[src/rtl/ssd_pkg.sv]
// Shared types and constants for the seven-segment scan controller.
package ssd_pkg;

    localparam int NUM_DIGITS = 4;

    typedef enum logic {ST_BLANK, ST_DRIVE} state_t;

    localparam logic [6:0] SEG_BLANK = 7'h7F;
    localparam logic [3:0] AN_OFF    = 4'hF;

    // Active-low {g,f,e,d,c,b,a} patterns for hex digits 0..F.
    localparam logic [6:0] HEX_SEG [16] = '{
        7'h40, 7'h79, 7'h24, 7'h30, 7'h19, 7'h12, 7'h02, 7'h78,
        7'h00, 7'h10, 7'h08, 7'h03, 7'h46, 7'h21, 7'h06, 7'h0E
    };

    typedef struct packed {
        logic [15:0] data;
        logic [3:0]  dp;
        logic        lzb;
    } disp_t;

endpackage

[src/rtl/ssd_hex_decoder.sv]
// Nibble to active-low segment decode with a forced-blank override.
module ssd_hex_decoder
    import ssd_pkg::*;
(
    input  logic [3:0] nibble,
    input  logic       blank,
    output logic [6:0] seg
);

    assign seg = blank ? SEG_BLANK : HEX_SEG[nibble];

endmodule

[src/rtl/ssd_scan_ctrl.sv]
// Four-digit seven-segment scan controller with per-slot blanking and
// frame-synchronous commit of double-buffered display contents.
module ssd_scan_ctrl
    import ssd_pkg::*;
#(
    parameter int PRESCALE  = 100000,
    parameter int BLANK_CYC = 1000
) (
    input  logic        CLK,
    input  logic        RST,
    input  logic        EN,
    input  logic        LOAD,
    input  logic [15:0] DATA,
    input  logic [3:0]  DP_IN,
    input  logic        LZB,
    output logic [3:0]  AN,
    output logic [6:0]  SEG,
    output logic        DP,
    output logic [1:0]  CONTROL,
    output logic        FRAME,
    output logic        PENDING
);

    localparam int TW = (PRESCALE > 2) ? $clog2(PRESCALE) : 1;
    localparam int DW = $clog2(NUM_DIGITS);

    logic [TW-1:0] tick_cnt;
    logic [DW-1:0] digit;
    state_t        state;
    disp_t         shadow;
    disp_t         active;

    logic       slot_end;
    logic       commit_pt;
    logic       do_commit;
    logic       lz_blank;
    logic [3:0] nibble;
    logic [6:0] dec_seg;

    assign slot_end  = (tick_cnt == TW'(PRESCALE - 1));
    assign commit_pt = EN && (digit == DW'(NUM_DIGITS - 1)) && slot_end;
    // A disabled display has no frame to tear, so a pending load lands at once.
    assign do_commit = PENDING && (commit_pt || !EN);
    assign nibble    = active.data[{digit, 2'b00} +: 4];

    always_comb begin
        lz_blank = 1'b0;
        case (digit)
            2'd3:    lz_blank = (active.data[15:12] == '0);
            2'd2:    lz_blank = (active.data[15:8]  == '0);
            2'd1:    lz_blank = (active.data[15:4]  == '0);
            default: lz_blank = 1'b0;
        endcase
        lz_blank = lz_blank & active.lzb;
    end

    ssd_hex_decoder u_dec (
        .nibble (nibble),
        .blank  (lz_blank),
        .seg    (dec_seg)
    );

    always_ff @(posedge CLK or posedge RST) begin
        if (RST) begin
            tick_cnt <= '0;
            digit    <= '0;
            state    <= ST_BLANK;
            shadow   <= '0;
            active   <= '0;
            AN       <= AN_OFF;
            SEG      <= SEG_BLANK;
            DP       <= 1'b1;
            CONTROL  <= '0;
            FRAME    <= 1'b0;
            PENDING  <= 1'b0;
        end else begin
            // A load on the commit cycle stays in the shadow for the next frame.
            if (LOAD) begin
                shadow  <= '{data: DATA, dp: DP_IN, lzb: LZB};
                PENDING <= 1'b1;
            end else if (do_commit) begin
                PENDING <= 1'b0;
            end
            if (do_commit)
                active <= shadow;

            FRAME   <= commit_pt;
            CONTROL <= digit;

            if (!EN) begin
                tick_cnt <= '0;
                digit    <= '0;
                state    <= ST_BLANK;
                AN       <= AN_OFF;
                SEG      <= SEG_BLANK;
                DP       <= 1'b1;
            end else begin
                if (slot_end) begin
                    tick_cnt <= '0;
                    digit    <= digit + DW'(1);
                    state    <= ST_BLANK;
                end else begin
                    tick_cnt <= tick_cnt + TW'(1);
                    if (tick_cnt == TW'(BLANK_CYC - 1))
                        state <= ST_DRIVE;
                end

                if (state == ST_DRIVE) begin
                    AN  <= ~(4'b0001 << digit);
                    SEG <= dec_seg;
                    DP  <= ~active.dp[digit];
                end else begin
                    AN  <= AN_OFF;
                    SEG <= SEG_BLANK;
                    DP  <= 1'b1;
                end
            end
        end
    end

endmodule

[config.mk]
export PLATFORM = sky130hd
export DESIGN_NAME = ssd_scan_ctrl
export DESIGN_NICKNAME = d
export VERILOG_FILES = /design/src/rtl/ssd_pkg.sv /design/src/rtl/ssd_hex_decoder.sv /design/src/rtl/ssd_scan_ctrl.sv
export SDC_FILE = /design/constraint.sdc
export NUM_CORES = 1
export LEC_CHECK = 0
export CAP_MARGIN = 15
export CORE_AREA = 2 2 94 96
export DETAILED_ROUTE_END_ITERATION = 10
export DIE_AREA = 0 0 96 98
export GPL_TIMING_DRIVEN = 1
export PLACE_DENSITY = 0.69
export SLEW_MARGIN = 0
export SYNTH_ARGS = -nofsm -noshare
export SYNTH_HDL_FRONTEND = slang
export SYNTH_SLANG_ARGS = --single-unit
[constraint.sdc]
create_clock -name CLK -period 3.5 [get_ports CLK]
set_input_delay 0.7 -clock CLK [delete_from_list [all_inputs] [get_ports CLK]]
set_output_delay 0.7 -clock CLK [all_outputs]
set_load 0.05 [all_outputs]
; Word level (Yosys, flattened, before mapping)
; Memories as Yosys holds them, arrays and structs flattened.
; Cells that the tools add are included.
[classes]
add_sub_neg = 2
n_lt_le_gt_ge = 2
n_eq_ne = 7
shifts = 2
mux = 21
bitwise_logic = 4
n_reduce_logical = 9
[ops]
columns = operator, count
row1 = $mux 7, 5
row2 = $mux 17, 2
row3 = $add 17x1->17 const B, 1
row4 = $eq 17x10->1 const B, 1
row5 = $eq 17x17->1 const B, 1
row6 = $shiftx 16x5->4, 1
row7 = $logic_not 12->1, 1
row8 = $logic_not 8->1, 1
row9 = $mux 1, 8
row10 = $mux 4, 2
row11 = $ge 5x5->1 const B, 1
row12 = $not 4->5, 1
row13 = $eq 2x2->1 const B, 2
row14 = $logic_not 4->1, 1
row15 = $mux 2, 2
row16 = $not 4->4, 1
row17 = $shl 1x2->4 const A, 1
row18 = $logic_and 1x1->1, 3
row19 = $lt 2x3->1 const B, 1
row20 = $ne 3x1->1 const B, 1
row21 = $pmux 1 s3, 1
row22 = $add 2x1->2 const B, 1
row23 = $bmux 1 s2, 1
row24 = $eq 2x1->1 const B, 1
row25 = 6 further kinds, 6
[word_totals]
ff_bits = 78
romBits = 112
in_bits = 25
output_inout_bits = 16
word_cells = 63
mem_count = 1
[memory_table]
columns = memory, depth, word_bits, rd, rd_clocked_by_memory_dff, wr, line_no
row1 = (name not given), 16, 7, 1, 0, 0, ssd_hex_decoder.sv:10  ; assign seg = blank ? SEG_BLANK : HEX_SEG[nibble];

; Depth between registers and ports, before layout
; Gate-level depths: netlist (run 1).
[depth]
depth_word = 8
mapped_depth = 8
mapped_depth_nobuf = 7

; By module
; From an unflattened synthesis (run 1), not the netlist that was laid out.
[hier_totals]
cells_unflattened = 280
area_unflattened_um2 = 3742.3
[modules_own_cells]
columns = module, n_inst, cells_each, area_per_inst_um2, seq_area_each_um2
row1 = ssd_scan_ctrl, 1, 245, 3443.3, 1966.9
row2 = ssd_hex_decoder, 1, 35, 299.0, 0.0

; Worst setup path before layout (run 1)
; OpenSTA, ideal clock, no wires.
[synth_timing]
kind = reg-to-reg
start = register digit[0]
end = register SEG[2]
setup_time_ps = 111
arrival_ps = 2144
required_time_ps = 3389
slack_ps = 1245
stages_incl_launch_ff = 7
path_buffers = 1
synth_period_minus_slack_ps = 2255
cell_sequence = dfrtp_1 > buf_2 > clkinv_1 > ha_1 > or4b_2 > o41a_1 > o311ai_0
[synth_between]
elab_chain_cells = 8
word_cells_on_any_way = 13
classes_between = eq/ne: 3 / shift: 1 / mux: 6 / bitwise: 2 / memory: 1
[synth_lines]
columns = item, line_no
row1 = start: declaration, ssd_scan_ctrl.sv:28  ; logic [DW-1:0] digit;
row2 = start signal: assignment, ssd_scan_ctrl.sv:100  ; digit <= digit + DW'(1);
row3 = $shiftx 16x5->4, ssd_scan_ctrl.sv:44  ; assign nibble = active.data[{digit, 2'b00} +: 4];
row4 = $not 4->5 (not written as such), ssd_hex_decoder.sv:10
row5 = $mem_v2 16x7, -
row6 = $mux 7 (not written as such) (2 in a row), ssd_hex_decoder.sv:10
row7 = $mux 7 *, ssd_hex_decoder.sv:10
row8 = $mux 7 *, ssd_scan_ctrl.sv:108  ; if (state == ST_DRIVE) begin
row9 = $mux 7 *, ssd_scan_ctrl.sv:90  ; if (!EN) begin
row10 = end signal: assignment, ssd_scan_ctrl.sv:110  ; SEG <= dec_seg;
row11 = end: declaration, ssd_scan_ctrl.sv:17  ; output logic [6:0] SEG,
; Mark *: on every way between the ends. The rest lies on a longest branch, timed or not. The select of a mux whose other input is x is not followed.
; A chain may end at the register's enable or synchronous reset.

; Worst setup path after layout (run 1)
[layout_timing]
start = register digit[0]
end = register SEG[4]
; The elaborated chain is that of the path after synthesis.

==> impl_results.md, run 1 <==
* Dominant cell by count in the synthesized netlist: sky130_fd_sc_hd__dfrtp_1
* Clock slew seen by the registers of the worst setup and hold paths at 0.09 ns
* Max rail drop VDD at 0.2879 mV
* Max_slew headroom at 35.04%
* Post-route fraction of the period consumed by the critical path at 74.94%
* Inserted Clock Buffers at 9
* Register area at 1967 µm²
* Number of flops mapped to enable cells by yosys at 0
* Gate count after technology mapping at 277
* Die Height at 98 µm
* Setup tns final at 0 ns
* Total leakage power at 0.001834 µW
* Area of the die at 9408 µm²
* Number of primary I/O pins at 41
* Instance count after placement with tap cells included at 417
* Number of design-rule violations left by the first detailed-router iteration at 120
* Layout area overhead at 19.48%
* Number of failing hold endpoints at the final stage at 0
* Cell-by-cell listing of the critical path: clkinv_1, ha_1, or4b_2, o41a_1, o311ai_0
* Residual overflow from global routing at 0
* Number of hold buffers added after CTS at 0
* Combined global-route utilization of all metal layers at 15.50%
* Number of levels the H-tree was split into at 3
* Placer congestion estimate at 0.8412
* Most common flop cell mapped by yosys: sky130_fd_sc_hd__dfrtp_1
* Insertion delay of the later-clocked pin in the worst-skew pair at 0.35 ns
* WL/cell at 14.94 µm
* Longest individual stage delay on the worst path at 0.61 ns
* Final setup fails at 0
* Arrival time of data at the critical path endpoint at 2.87 ns
* #FFs+latches synth at 78
* Mean post-synth cell area at 13.17 µm²
* Number of instances resized during post-cts repair at 0
* Setup clock skew after layout at 0.01068 ns
* Tightest Hold Check Type: register to register
* Post-synth top area cell: sky130_fd_sc_hd__dfrtp_1
* Sequential share of the synthesized area at 53.91%
* Per-cell via count in the routed design at 5.173
* Pin count of the biggest net entering global routing at 79
* Worst path slowest cell: sky130_fd_sc_hd__dfrtp_1
* Final standard cell utilization of the core at 51.49%
* Sequential group share of total power at 49.1%
* Horizontal die dimension at 96 µm
* Critical path class: register to register
* Warning count from the yosys run at 0
* Post-synthesis cell area at 3648 µm²
* Most instantiated cells after synthesis: sky130_fd_sc_hd__dfrtp_1, sky130_fd_sc_hd__nor2_1, sky130_fd_sc_hd__mux2_2, sky130_fd_sc_hd__mux2_4, sky130_fd_sc_hd__nand2_1
* Sw Share at 26.06%
* Final-layout fill cell count at 749
* NetSw at 550.7 µW
* Minimum clock period after layout at 2.623 ns
* Worst Setup End Kind: register
* Nets at 357
* Distinct cells, synth at 45
* Iteration count of the initial detailed-routing pass at 6
* Fraction of registers with async set or reset after synthesis at 100.0%
* TritonCTS clock tree: done
* Dpl hpwl at 4.434 mm
* Antenna violations before repair at 0
* Synth area leaders: sky130_fd_sc_hd__dfrtp_1, sky130_fd_sc_hd__dfstp_2, sky130_fd_sc_hd__mux2_4
* Category of the worst setup path launch point: register
* Achievable frequency at 381.3 MHz
* Maximum root-to-sink buffer count at 2
* Number of cells in the finished layout apart from fillers at 433
* Share of the synthesized area in the top cell type at 45.27%
* Antenna diode instance count at 0
* Final worst hold slack at 0.4741 ns
* Routed Antenna Nets at 0
* Area of the core at 8466 µm²
* Proportion of power drawn by combinational gates at 14.5%
* Max-slew violations at 0
* Layout cell share with drive strength beyond 1 at 25.85%
* Internal Dissipation at 1562 µW
* Clock tree root buffer cell: sky130_fd_sc_hd__clkbuf_8
* Power density over cell area at 484.8 nW/µm²
* Final wirelength at 6.467 mm
* Post-Synthesis Net Count at 314
* Area of the multi-input gates at 1582 µm²
* Setup repair after global routing missed its margin: false
* Sinks on the clock net at 78
* Tot Pwr at 2113 µW
* Actual transition at the worst max-transition pin at 0.9714 ns
* Critical path peak fanout at 11
* Number of global-route vias before repair at 2299
* Global-route wire length before repair at 11.30 mm
* Port Buffer Count at 40
* Number of remaining DRC errors at 0
* Worst path required time at 3.74 ns
* # rows at 34
* Effective utilization at floorplan at 43.10%
* Count of max-cap constraint violations at 0
* Status: finished, final reports clean
* Part of the total power dissipated in the clock network at 36.5%
* Post-CTS setup buffers at 0
* Via count at 2240
-- metal layers --
metal  GRT usage (%)  routed length (µm)
met5               0                   0
met3           4.167                 250
met4           4.945                  95
met1           22.75                3223
met2           22.33                2897
-- worst paths after layout --
kind	from	end	slack, ns	cells after the start
hold / removal	tick_cnt[0]$_DFF_PP0_	tick_cnt[0]$_DFF_PP0_	0.47	1
setup reg to reg	digit[0]$_DFFE_PP0N_	SEG[4]$_DFF_PP1_	0.88	5
hold reg to reg	tick_cnt[0]$_DFF_PP0_	tick_cnt[0]$_DFF_PP0_	0.47	1
min in group asynchronous	RST	shadow[16]$_DFFE_PP0P_	0.75	3
setup / recovery	digit[0]$_DFFE_PP0N_	SEG[4]$_DFF_PP1_	0.88	5
max in group asynchronous	RST	AN[0]$_DFF_PP1_	2.41	3
-- cells by family after synthesis --
family,after synthesis,share of synthesized area (%)
flops,78,53.91
simple gates,77,10.80
compound gates,22,4.664
mux,55,19.68
xor+xnor,17,4.081
buf+inv,16,2.743
fa+ha+maj,12,4.115
-- cell usage in the layout, fill, tap and decap left out, types with 2 or more instances in the layout --
master / netlist / layout
sky130_fd_sc_hd__dfrtp_1: 66 / 66
sky130_fd_sc_hd__clkdlybuf4s50_1: 0 / 40
sky130_fd_sc_hd__nor2_1: 25 / 25
sky130_fd_sc_hd__mux2_2: 24 / 24
sky130_fd_sc_hd__mux2_4: 20 / 20
sky130_fd_sc_hd__nand2_1: 15 / 15
sky130_fd_sc_hd__nand3_1: 13 / 13
sky130_fd_sc_hd__dfstp_2: 12 / 12
sky130_fd_sc_hd__ha_1: 12 / 12
sky130_fd_sc_hd__xor2_1: 10 / 10
sky130_fd_sc_hd__clkbuf_8: 0 / 9
sky130_fd_sc_hd__mux2i_1: 8 / 8
sky130_fd_sc_hd__xnor2_1: 7 / 7
sky130_fd_sc_hd__nor4_1: 5 / 5
sky130_fd_sc_hd__inv_1: 6 / 5
sky130_fd_sc_hd__a21oi_1: 4 / 4
sky130_fd_sc_hd__and2_1: 3 / 3
sky130_fd_sc_hd__mux4_2: 3 / 3
sky130_fd_sc_hd__o221ai_1: 3 / 3
sky130_fd_sc_hd__o311ai_0: 3 / 3
sky130_fd_sc_hd__and3_1: 3 / 3
sky130_fd_sc_hd__o21ai_0: 2 / 2
sky130_fd_sc_hd__o21a_1: 2 / 2
sky130_fd_sc_hd__o211ai_1: 2 / 2
sky130_fd_sc_hd__nand4_1: 2 / 2
sky130_fd_sc_hd__nor2b_1: 2 / 2
sky130_fd_sc_hd__inv_6: 0 / 2
sky130_fd_sc_hd__bufinv_16: 0 / 2
-- power groups by stage --
stage | clock network, µW | logic [µW] | registers (µW)
global route | 840 | 339 | 1050
finish | 770 | 306 | 1040
detailed placement | 0 | 305 | 1050
floorplan | 0 | 239 | 1030
global placement | 0 | 300 | 1050
CTS | 787 | 308 | 1040
-- critical path, delay by kind of cell, from the launching register on --
kind / cells / cell delay, ns
compound gates: 2 / 0.63
flops: 1 / 0.61
simple gates: 1 / 0.60
buf+inv: 1 / 0.36
fa+ha+maj: 1 / 0.31
-- registers in the layout (all words and copies together), names as in the netlist --
signal    flops
SEG           7
CONTROL       2
state         1
tick_cnt     17
DP            1
AN            4
active       21
shadow       21
digit         2
PENDING       1
FRAME         1
-- through the flow --
step                      worst slack [ns]  cell area [µm²]
after floorplan                     0.8248             3649
after global placement               1.016             4130
after detailed placement            0.9201             4130
after CTS                           0.9075             4359
after global routing                0.7304             4359
final                               0.8771             4359
-- area by class of cell --
class | count | share of cell area [%]
Clock inverter | 7 | 2.411
Tap cell | 108 | 3.100
Timing Repair Buffer | 41 | 9.644
Multi-Input combinational cell | 183 | 36.28
Sequential cell | 78 | 45.12
Clock buffer | 9 | 2.842
Inverter | 7 | 0.6028
(Power assumes the default switching activity.)
==> inputs of run 2 (changes only) <==
Clock period 3.5 ns to 2.6 ns, I/O delays scaled along.
==> run 2 against run 1 <==
- clock power grew 20%
- clock skew grew 0.0063 ns
- count of clock-buffer cells in the layout is the same
- sequential power grew 35%
- non-clock buffer count grew 8
- register-to-register slack lost 0.54 ns
- critical path depth grew 2
- first-iteration DRC count shrank 34%
- via count shrank 0.80%
- hold slack lost 0.011 ns
- final cell count grew 1.8%
- critical path type unchanged
- largest power group unchanged
==> impl_results.md, run 2 (synthesis results as in run 1) <==
* Status: finished, final reports clean
* Arrival time of data at the critical path endpoint at 2.52 ns
* Worst R2R Start: tick_cnt[0]$_DFF_PP0_
* Critical path class: register to register
* Clock tree root buffer cell: sky130_fd_sc_hd__clkbuf_8
* Launch point of the worst hold path: tick_cnt[0]$_DFF_PP0_
* Most frequent cells in the layout: sky130_fd_sc_hd__dfrtp_1, sky130_fd_sc_hd__clkdlybuf4s50_1, sky130_fd_sc_hd__nor2_1
* Worst Setup End Kind: register
* Tot Pwr at 2740 µW
* Achievable frequency at 441.0 MHz
* Via count at 2222
* Port Buffer Count at 40
* Top flop regs: active (21), shadow (21), tick_cnt (17)
* Post-CTS setup buffers at 0
* Number of remaining DRC errors at 0
* Worst-case register-to-register setup slack at 0.33 ns
* Antenna diode instance count at 0
* Combined global-route utilization of all metal layers at 15.52%
* Sinks on the clock net at 78
* Antenna violations before repair at 0
* Setup clock skew after layout at 0.01702 ns
* Global-route wire length before repair at 11.24 mm
* Leading cell type in the layout, fill and taps excluded: sky130_fd_sc_hd__dfrtp_1
* Number of failing hold endpoints at the final stage at 0
* Worst-case hold path end point: tick_cnt[0]$_DFF_PP0_
* Placer congestion estimate at 0.8105
* Final wirelength at 6.438 mm
* Routed Antenna Nets at 0
* Buffers & Inverters on Critical Path at 1
* Max rail drop VDD at 0.3188 mV
* Horizontal die dimension at 96 µm
* Count of max-cap constraint violations at 0
* Inserted Clock Buffers at 9
* Category of the worst setup path launch point: register
* Maximum root-to-sink buffer count at 2
* Post-route fraction of the period consumed by the critical path at 87.21%
* Worst path slowest cell: sky130_fd_sc_hd__nor4_4
* Residual overflow from global routing at 0
* Hold path cells at 1
* Area of the core at 8466 µm²
* Number of primary I/O pins at 41
* Layout area overhead at 20.82%
* TritonCTS clock tree: done
* Total leakage power at 0.001866 µW
* Setup tns final at 0 ns
* Critical path peak fanout at 8
* Die Height at 98 µm
* Number of instances resized during post-cts repair at 0
* Number of global-route vias before repair at 2294
* Worst path required time at 2.85 ns
* Actual transition at the worst max-transition pin at 0.6325 ns
* Reg2Reg Capture Point: active[11]$_DFFE_PP0P_
* Tightest Hold Check Type: register to register
* Number of levels the H-tree was split into at 3
* Layout cell share with drive strength beyond 1 at 27.63%
* Setup repair after global routing missed its margin: false
* Max_slew headroom at 57.44%
* Cell-by-cell listing of the critical path: ha_1, and4_2, nand2_2, nor4_4, a31o_4, buf_4, mux2_4
* Insertion delay of the later-clocked pin in the worst-skew pair at 0.36 ns
* Power density over cell area at 621.5 nW/µm²
* Critical path's top delay family: simple AND/OR/NAND/NOR gates
* Area of the die at 9408 µm²
* Pin count of the biggest net entering global routing at 58
* Max-slew violations at 0
* Number of hold buffers added after CTS at 0
* # rows at 34
* Number of design-rule violations left by the first detailed-router iteration at 79
* WL/cell at 14.60 µm
* Per-cell via count in the routed design at 5.039
* Iteration count of the initial detailed-routing pass at 4
* Path depth of the worst reg2reg path at 7
* Minimum clock period after layout at 2.267 ns
* Clock slew seen by the registers of the worst setup and hold paths at 0.08 ns
* Effective utilization at floorplan at 43.10%
* Dpl hpwl at 4.736 mm
* Final-layout fill cell count at 716
* Nets at 365
* Longest individual stage delay on the worst path at 0.40 ns
* Final setup fails at 0
-- run 2: metrics by stage --
stage                     instances  util, %  setup WS [ns]  cell area [µm²]  hold slack [ns]
final                           441    52.07         0.3326             4408           0.4636
after global placement          425    49.65         0.3594             4203           0.4479
after CTS                       441    52.07         0.3162             4408           0.4689
after detailed placement        425    49.65         0.3109             4203           0.4589
after floorplan                 277        -         0.1048             3649           0.3964
after global routing            441    52.07         0.1546             4408           0.5122
-- run 2: power by group --
part           total (µW)  switching (µW)  leakage, µW  internal, µW
Sequential           1400            79.4     0.000948          1320
Combinational         417             179     0.000818           239
Clock                 927             473     0.000100           454
Total                2740             731      0.00187          2010
-- run 2: how the worst max path moves through the flow --
stage / endpoint / depth (start not counted) / startpoint
floorplan: CONTROL[0]$_DFF_PP0_ / 1 / RST
global placement: active[1]$_DFFE_PP0P_ / 7 / tick_cnt[0]$_DFF_PP0_
detailed placement: active[11]$_DFFE_PP0P_ / 7 / tick_cnt[0]$_DFF_PP0_
CTS: active[11]$_DFFE_PP0P_ / 7 / tick_cnt[0]$_DFF_PP0_
global route: active[11]$_DFFE_PP0P_ / 7 / tick_cnt[0]$_DFF_PP0_
finish: active[11]$_DFFE_PP0P_ / 7 / tick_cnt[0]$_DFF_PP0_
-- run 2: cell type report --
type	instances	area (µm²)	share of cell area, %
flip-flops and latches	78	1967	44.62
well taps	108	135.1	3.066
multi-input cells	183	1582	35.88
clock inverters	7	81.33	1.845
repair buffers	49	493.0	11.18
clock buffers	9	123.9	2.810
inverters	7	26.28	0.5961
-- run 2: worst register-to-register path, stage by stage, from the launching register on --
cell                      delay, ns
sky130_fd_sc_hd__dfrtp_1       0.37
sky130_fd_sc_hd__ha_1          0.23
sky130_fd_sc_hd__and4_2        0.29
sky130_fd_sc_hd__nand2_2       0.08
sky130_fd_sc_hd__nor4_4        0.40
sky130_fd_sc_hd__a31o_4        0.26
sky130_fd_sc_hd__buf_4         0.21
sky130_fd_sc_hd__mux2_4        0.31
-- run 2: routing by layer --
metal / up-vias / share of wire [%] / global-route usage (%)
li1: 1085 / - / -
met1: 1085 / 49 / 22.18
met2: 43 / 46 / 22.49
met3: 9 / 3.5 / 3.241
met4: 0 / 2.0 / 7.363
met5: - / 0 / 0
